==> src/rtl/fsm_sequencer.sv <==
// fsm_sequencer: drives a job through a core via four-phase command handshakes (RST, LOAD xNI, CALC, READ xNO)
//   clock, reset                       : rising-edge clock, synchronous active-high reset
//   job_valid/job_ready/job_data       : host job handshake and operand
//   res_valid/res_ready/res_data/res_err : result handshake, payload and error flag
//   busy                               : high whenever the sequencer is not idle
//   core_ctrl_out/core_ctrl_in         : command to core / status from core (ack = command | 8'h80)
//   core_data_out/core_data_in         : operand word or read index to core / result word from core
module fsm_sequencer #(
    parameter int DATA_WIDTH = 32,
    parameter int BUFFER_IN_WIDTH = 16,
    parameter int BUFFER_OUT_WIDTH = 16,
    parameter int TIMEOUT = 255,
    parameter logic [7:0] CMD_IDLE = 8'd0,
    parameter logic [7:0] CMD_RST = 8'd1,
    parameter logic [7:0] CMD_CALC = 8'd2,
    parameter logic [7:0] CMD_LOAD = 8'd3,
    parameter logic [7:0] CMD_READ = 8'd4
) (
    input  logic                        clock,
    input  logic                        reset,
    input  logic                        job_valid,
    output logic                        job_ready,
    input  logic [BUFFER_IN_WIDTH-1:0]  job_data,
    output logic                        res_valid,
    input  logic                        res_ready,
    output logic [BUFFER_OUT_WIDTH-1:0] res_data,
    output logic                        res_err,
    output logic                        busy,
    output logic [7:0]                  core_ctrl_out,
    input  logic [7:0]                  core_ctrl_in,
    output logic [DATA_WIDTH-1:0]       core_data_out,
    input  logic [DATA_WIDTH-1:0]       core_data_in
);
    localparam int NI = (BUFFER_IN_WIDTH + DATA_WIDTH - 1) / DATA_WIDTH;
    localparam int NO = (BUFFER_OUT_WIDTH + DATA_WIDTH - 1) / DATA_WIDTH;
    localparam logic [7:0] NI_LAST = 8'(NI - 1);
    localparam logic [7:0] NO_LAST = 8'(NO - 1);
    localparam logic [7:0] T_LAST = 8'(TIMEOUT - 1);

    typedef enum logic [3:0] {
        IDLE, RST, RST_REL, LOAD, LOAD_REL, CALC, CALC_REL, READ, READ_REL, DONE, ERROR
    } state_t;

    state_t st, st_n;
    logic [7:0] ctrl_q, idx, idx_n, tmr, tmr_n, cmd, exp_ack;
    logic [DATA_WIDTH-1:0] data_q;
    logic [NI*DATA_WIDTH-1:0] job, job_n;
    logic [NO*DATA_WIDTH-1:0] res, res_n;
    logic rel, waiting, hit;

    // Command phases wait for cmd|0x80, release phases wait for the idle-ack 0x80;
    // any other status value simply burns a timeout cycle.
    always_comb begin
        cmd = (st == RST || st == RST_REL) ? CMD_RST :
              (st == LOAD || st == LOAD_REL) ? CMD_LOAD :
              (st == CALC || st == CALC_REL) ? CMD_CALC :
              (st == READ || st == READ_REL) ? CMD_READ : CMD_IDLE;
        rel = st inside {RST_REL, LOAD_REL, CALC_REL, READ_REL};
        waiting = !(st inside {IDLE, DONE, ERROR});
        exp_ack = rel ? (CMD_IDLE | 8'h80) : (cmd | 8'h80);
        hit = waiting && ctrl_q == exp_ack;
        st_n = st;
        idx_n = idx;
        job_n = job;
        res_n = res;
        case (st)
            IDLE: if (job_valid && job_ready) begin
                st_n = RST;
                job_n = '0;
                job_n[BUFFER_IN_WIDTH-1:0] = job_data;
            end
            RST: if (hit) st_n = RST_REL;
            RST_REL: if (hit) begin
                st_n = LOAD;
                idx_n = '0;
            end
            LOAD: if (hit) st_n = LOAD_REL;
            LOAD_REL: if (hit) begin
                st_n = idx == NI_LAST ? CALC : LOAD;
                idx_n = idx + 8'd1;
            end
            CALC: if (hit) st_n = CALC_REL;
            CALC_REL: if (hit) begin
                st_n = READ;
                idx_n = '0;
            end
            READ: if (hit) begin
                st_n = READ_REL;
                res_n[DATA_WIDTH*int'(idx) +: DATA_WIDTH] = data_q;
            end
            READ_REL: if (hit) begin
                st_n = idx == NO_LAST ? DONE : READ;
                idx_n = idx + 8'd1;
            end
            DONE, ERROR: if (res_ready) st_n = IDLE;
            default: st_n = IDLE;
        endcase
        if (waiting && !hit && tmr == T_LAST) st_n = ERROR;
        // LOAD_REL->LOAD and READ_REL->READ are state entries too, so the count restarts
        tmr_n = (waiting && st_n == st) ? tmr + 8'd1 : 8'd0;
    end

    // Outputs are registered from the next state so they line up with the state register.
    always_ff @(posedge clock) begin
        if (reset) begin
            st <= IDLE;
            ctrl_q <= '0;
            data_q <= '0;
            idx <= '0;
            tmr <= '0;
            job <= '0;
            res <= '0;
            job_ready <= 1'b1;
            busy <= 1'b0;
            res_valid <= 1'b0;
            res_err <= 1'b0;
            res_data <= '0;
            core_ctrl_out <= CMD_IDLE;
            core_data_out <= '0;
        end else begin
            st <= st_n;
            ctrl_q <= core_ctrl_in;
            data_q <= core_data_in;
            idx <= idx_n;
            tmr <= tmr_n;
            job <= job_n;
            res <= res_n;
            job_ready <= st_n == IDLE;
            busy <= st_n != IDLE;
            res_valid <= st_n == DONE || st_n == ERROR;
            res_err <= st_n == ERROR;
            res_data <= st_n == DONE ? res_n[BUFFER_OUT_WIDTH-1:0] : '0;
            core_ctrl_out <= st_n == RST ? CMD_RST :
                             st_n == LOAD ? CMD_LOAD :
                             st_n == CALC ? CMD_CALC :
                             st_n == READ ? CMD_READ : CMD_IDLE;
            core_data_out <= st_n == LOAD ? job_n[DATA_WIDTH*int'(idx_n) +: DATA_WIDTH] :
                             st_n == READ ? DATA_WIDTH'(idx_n) : '0;
        end
    end
endmodule

==> config.mk <==
export PLATFORM = sky130hd
export DESIGN_NAME = fsm_sequencer
export DESIGN_NICKNAME = d
export VERILOG_FILES = /design/src/rtl/fsm_sequencer.sv
export SDC_FILE = /design/constraint.sdc
export NUM_CORES = 1
export LEC_CHECK = 0
export CAP_MARGIN = 20
export CORE_ASPECT_RATIO = 0.6
export CORE_MARGIN = 8
export CORE_UTILIZATION = 50
export DETAILED_ROUTE_END_ITERATION = 10
export PLACE_DENSITY = 0.79
export SYNTH_ARGS = -nofsm -noshare
export SYNTH_HDL_FRONTEND = slang
export SYNTH_SLANG_ARGS = --single-unit
export TNS_END_PERCENT = 5
==> constraint.sdc <==
create_clock -name clock -period 9.75 [get_ports clock]
set_clock_uncertainty 0.2 [all_clocks]
set_input_delay 1.95 -clock clock [delete_from_list [all_inputs] [get_ports clock]]
set_output_delay 1.95 -clock clock [all_outputs]
set_load 0.005 [all_outputs]
# Yosys cells after proc, flatten, opt, wreduce, memory -nomap -nowiden
# Cells that the tools add are included.
[word_totals]
register_bits = 179
elab_cells = 103
[op_classes]
n_addsub = 3
eq_ne = 19
shifts = 3
n_mux = 33
n_bitwise = 2
n_reduce_logical = 26
[op_table]
columns = ["cell", "count"]
rows = [
  ["32-bit 2-to-1 mux", 3],
  ["4-bit 2-to-1 mux", 12],
  ["4-bit case mux with 10 select lines", 1],
  ["13-bit negation with 33-bit output", 1],
  ["32-bit by 33-bit variable shift with 32-bit output, first input constant", 1],
  ["32-bit by 33-bit variable part select with 32-bit output", 1],
  ["32-bit bitwise mux", 1],
  ["16-bit 2-to-1 mux", 2],
  ["32-bit by 14-bit variable part select with 32-bit output", 1],
  ["4-bit by 3-bit equality test with 1-bit output, second input constant", 6],
  ["8-bit 2-to-1 mux", 3],
  ["3-bit 2-to-1 mux", 7],
  ["4-bit equality test, second input constant", 5],
  ["8-bit by 1-bit adder with 8-bit output, second input constant", 2],
  ["8-bit case mux with 2 select lines", 1],
  ["4-bit by 2-bit equality test with 1-bit output, second input constant", 3],
  ["2-bit OR reduction", 6],
  ["4-bit by 1-bit equality test with 1-bit output, second input constant", 2],
  ["8-bit equality test", 1],
  ["8-bit equality test, second input constant", 1],
  ["4-bit zero test", 2],
  ["8-bit zero test", 1],
  ["4-bit nonzero test", 2],
  ["1-bit logical AND", 5],
  ["other kinds (9)", 16],
]

# Depth between registers and ports, before layout
[logic_depth]
ltp_word = 18
mapped_depth = 14
mapped_depth_nobuf = 12

# Worst setup path after synthesis
# OpenSTA, ideal clock, no wires.
[synth_path]
path_type = "input -> register"
startpoint = "input job_valid"
endpoint = "register core_data_out[5]"
setup_time_ns = 0.070
t_arrival_ns = 3.378
t_required_ns = 9.480
setup_slack_ns = 6.102
path_stages = 7
n_path_buf = 1
cell_sequence = "nand2_1 nor4_2 clkbuf_1 nand2_1 a21oi_1 or3b_1 a21oi_1"
[synth_between]
elab_chain_cells = 7
elab_cells_between_ends = 11
cone_classes = "2 x eq/ne; 1 x shift; 7 x mux; 1 x reduce/logical"
[synth_lines]
columns = ["item", "line_no", "text"]
rows = [
  ["start: declaration", "21", "input logic job_valid,"],
  ["1-bit logical AND *", "67", "IDLE: if (job_valid && job_ready) begin"],
  ["4-bit 2-to-1 mux", "67", ""],
  ["4-bit case mux with 10 select lines", "66", "case (st)"],
  ["4-bit 2-to-1 mux", "98", "if (waiting && !hit && tmr == T_LAST) st_n = ERROR;"],
  ["4-bit by 3-bit equality test with 1-bit output", "138", "st_n == READ ? DATA_WIDTH'(idx_n) : '0;"],
  ["8-bit 2-to-1 mux", "138", ""],
  ["32-bit 2-to-1 mux *", "137", "core_data_out <= st_n == LOAD ? job_n[DATA_WIDTH*int'(idx_n) +: DATA_WIDTH] :"],
  ["end signal: assignment", "137", ""],
  ["end: declaration", "31", "output logic [DATA_WIDTH-1:0] core_data_out,"],
]
# Mark *: on every way between the ends. The rest lies on a longest branch, timed or not.
# A chain may end at the register's enable or synchronous reset.

# Worst setup path after layout
[layout_path]
startpoint = "register st[2]"
endpoint = "register core_data_out[30]"
[layout_between]
elab_chain_cells = 15
elab_cells_between_ends = 50
cone_classes = "12 x eq/ne; 1 x shift; 22 x mux; 15 x reduce/logical"
[layout_lines]
columns = ["item", "line_no", "text"]
rows = [
  ["start: declaration", "44", "state_t st, st_n;"],
  ["start signal: assignment", "121", "st <= st_n;"],
  ["branches (longest 14 deep; another with 32-bit by 14-bit variable part select with 32-bit output)", "-", ""],
  ["32-bit 2-to-1 mux *", "137", ""],
]
# Every way passes the cells marked *.

==> impl_summary.log <==
INFO  metric outcome = finished, final reports clean
INFO  metric cts_sinks = 147
INFO  metric core_region = 11190 um2
INFO  metric power.density = 187.8 nW/um2
INFO  metric fin_cells = 828
INFO  metric antenna_cells = 0
INFO  metric port_buffers = 98
INFO  metric grt_pass1_vias = 4517
INFO  metric ant_nets = 0
INFO  metric hold_viol_final = 0
INFO  metric cp_slowest_stage_delay = 780 ps
INFO  metric wl_per_cell = 16.67 um
INFO  metric grt_use_total = 18.58%
INFO  metric tritoncts.num_buffers = 17
INFO  metric totalNegativeSetupSlack = 0 ps
INFO  metric synth_enable_flop_cells = 0
INFO  metric initial_antenna_violation_count = 0
INFO  metric total_leakage_power = 2.768 nW
INFO  metric setup_viol_count_final = 0
INFO  metric drt_pre_antenna_iters = 5
INFO  metric asyncSetResetFlopFracSynth = 0%
INFO  metric post-synth-top-area-fraction = 51.87%
INFO  metric timing.final.max_slew_violations = 0
INFO  metric ys_warn_count = 0
INFO  metric viasPerCell = 5.386
INFO  metric vias = 4460
INFO  metric grt_setup_unrepaired = false
INFO  metric globalRouteOverflowTotal = 0
INFO  metric report.power.total = 1.362 mW
INFO  metric syn-cell-area = 5673 um2
INFO  metric postLayoutCellArea = 7256 um2
INFO  metric synth.ff_latch_count = 147
INFO  metric avgSynthCellArea = 9.631 um2
INFO  metric regArea = 2943 um2
INFO  metric fillerInstances = 904
INFO  metric cp.arrival = 4820 ps
INFO  metric first_iter_violations = 369
INFO  metric route.final.wire_length = 13.81 mm
INFO  metric cts_tree = yes
INFO  metric clk_transition_reported_paths = 60 ps
INFO  metric irDropWorstVdd = 0.1305 mV
INFO  metric synth_ff_type = dfxtp_1
INFO  metric drv_cap = 0
INFO  metric final_nets = 737
INFO  metric required = 9880 ps
INFO  metric timing_worst_setup_path_type = reg2reg
INFO  metric worst_hold_slack = 256.5 ps
INFO  metric cts_hold_buffers = 0
INFO  metric layout_min_cycle_time = 4688 ps
INFO  metric gpl.final_weighted_congestion = 0.9045
INFO  metric max_slew.worst_pin.slew = 1033 ps
INFO  metric ios = 120
INFO  metric final_min_period_over_clock_period = 48.09%
INFO  metric worst_min_delay_path_category = reg2reg
INFO  metric crit_path_start_kind = flop
INFO  metric synth.lib_cells_used.distinct = 65
INFO  metric fp.dieArea = 15120 um2
INFO  metric place_area = 6649 um2
INFO  metric grt_pass1_wl = 22.88 mm
INFO  metric post-synth-top-area-cell = dfxtp_1
INFO  metric place.detailed.instances = 796
INFO  metric die_width = 153.5 um
INFO  metric core.rowCount = 30
INFO  metric dp.final_hpwl = 9.206 mm
INFO  metric postCtsSetupBuffers = 0
INFO  metric area_of_the_multi_input_gates = 2497 um2
INFO  metric remaining_drc_errors = 0
INFO  metric crit_chain = nand4b_1 > xnor2_1 > a211oi_2 > nand2b_1 > ha_1 > nor2_1 > a22oi_1 > o32a_1 > o21ai_0 > nand2b_1 > or2_1 > nor4b_2
INFO  metric syn_inst = 589
INFO  metric cp_max_fo = 25
INFO  metric synth_seq_area_share = 51.87%
INFO  metric layout_cell_share_with_drive_strength_beyond_1 = 7.895%
INFO  metric max_clock_freq = 213.3 MHz
INFO  metric post_cts_resized = 0
INFO  metric fp.dieH = 98.51 um
INFO  metric most_common_cell_type_on_the_critical_path = nand2b_1
INFO  metric clockBufferDepth = 2
INFO  metric area_growth = 27.90%
INFO  metric cts_root_buffer = clkbuf_16
INFO  metric worst_slew_margin_rel = 31.13%
INFO  metric clkLatencyLatePin = 420 ps
INFO  metric type_of_element_capturing_the_critical_path = flop
INFO  metric htree_num_levels = 4
INFO  metric grt_max_degree = 74
INFO  metric synthTopCellsByArea = dfxtp_1 (52%), nor2b_1 (4.7%), nor2_1 (3.9%), nand2_1 (3.6%), a21oi_1 (3.5%)
INFO  metric initial_core_util = 50.72%
INFO  metric timing.critical_path.slowest_stage_cell = dfxtp_1
## final cells by class
type | instances | area share [%]
clock buffer | 19 | 5.967
clock inverter | 13 | 2.397
inverter | 8 | 0.4139
multi-input combinational | 396 | 34.42
sequential | 147 | 40.56
tap | 144 | 2.483
timing repair buffer | 101 | 13.76
## logic make-up after synthesis
kind of cell | after synthesis | synth area share (%)
other cells | 1 | 0.06610
fa+ha+maj | 8 | 1.676
compound gates | 86 | 10.43
xor+xnor | 9 | 1.390
flops | 147 | 51.87
buf+inv | 50 | 4.367
simple gates | 269 | 26.84
mux | 19 | 3.352
## layer usage
metal	vias to the layer above	GRT usage (%)	share of wire (%)
li1	2192	-	-
met1	2084	25.33	50
met4	0	5.993	1.3
met3	20	5.679	6.7
met5	-	0	0
met2	164	27.45	42
## flip-flops by register name (all words and copies together) (netlist names)
register       count
tmr                8
res_data          16
res_valid          1
res_err            1
idx                8
st                 4
res               16
data_q            16
job               32
core_data_out     32
job_ready          1
ctrl_q             8
busy               1
core_ctrl_out      3
## cells in the final DEF (no fill, tap or decap), types with 4 or more instances in the layout
cell,n
a21oi_1,40
and2_1,4
and3_1,19
clkbuf_16,17
clkdlybuf4s50_1,97
conb_1,5
dfxtp_1,147
ha_1,6
inv_1,8
inv_6,4
mux2i_1,19
nand2_1,55
nand2b_1,9
nand3_1,7
nand4_1,4
nor2_1,59
nor2b_1,43
nor3_1,5
nor3b_1,10
nor4b_1,16
o211ai_1,4
o21ai_0,8
or2_2,6
or3_1,4
or3b_1,7
or4_1,5
xor2_1,6
## power by group
part / leakage, nW / total [mW] / internal (mW) / switching, mW
sequential: 1.19 / 0.621 / 0.614 / 0.00710
combinational: 1.29 / 0.0768 / 0.0373 / 0.0395
clock: 0.285 / 0.665 / 0.407 / 0.258
## final timing paths
| check | from | endpoint | slack [ps] | cells past startpoint |
|---|---|---|---|---|
| setup reg to reg | st[2] | core_data_out[30] | 5060 | 12 |
| hold reg to reg | job[1] | job[1] | 260 | 2 |
| setup / recovery | st[2] | core_data_out[30] | 5060 | 12 |
| hold / removal | job[1] | job[1] | 260 | 2 |
## synthesized netlist by cell type (all sizes together) (4+ instances only)
| cell | n |
|---|---|
| nor2 | 59 |
| or3b | 8 |
| nand4 | 4 |
| dfxtp | 147 |
| nor4b | 18 |
| a21oi | 40 |
| inv | 8 |
| nand2 | 55 |
| clkbuf | 18 |
| nand3 | 8 |
| ha | 6 |
| nor2b | 43 |
| and2 | 4 |
| a211oi | 4 |
| buf | 24 |
| nor3b | 10 |
| o21ai | 9 |
| or2 | 7 |
| or4 | 5 |
| nor3 | 5 |
| and3 | 19 |
| or3 | 4 |
| xor2 | 6 |
| mux2i | 19 |
| nand2b | 9 |
| o211ai | 4 |
## stage by stage
stage / util [%] / setup WS, ps
4_1_cts: 64.87 / 5100
3_3_place_gp: 59.44 / 5123
2_1_floorplan: - / 6102
3_5_place_dp: 59.44 / 5067
6_report: 64.87 / 5062
5_1_grt: 64.87 / 4631
## worst max-delay path: cells and delay by family, from the launching register on
family / cells / cell delay, ps
AO/OA/AOI/OAI: 4 / 890
XOR/XNOR: 1 / 300
adder cells (fa/ha/maj): 1 / 320
flip-flops: 1 / 780
AND/OR/NAND/NOR: 6 / 2080
No activity file was read; power rests on OpenSTA's default activity.
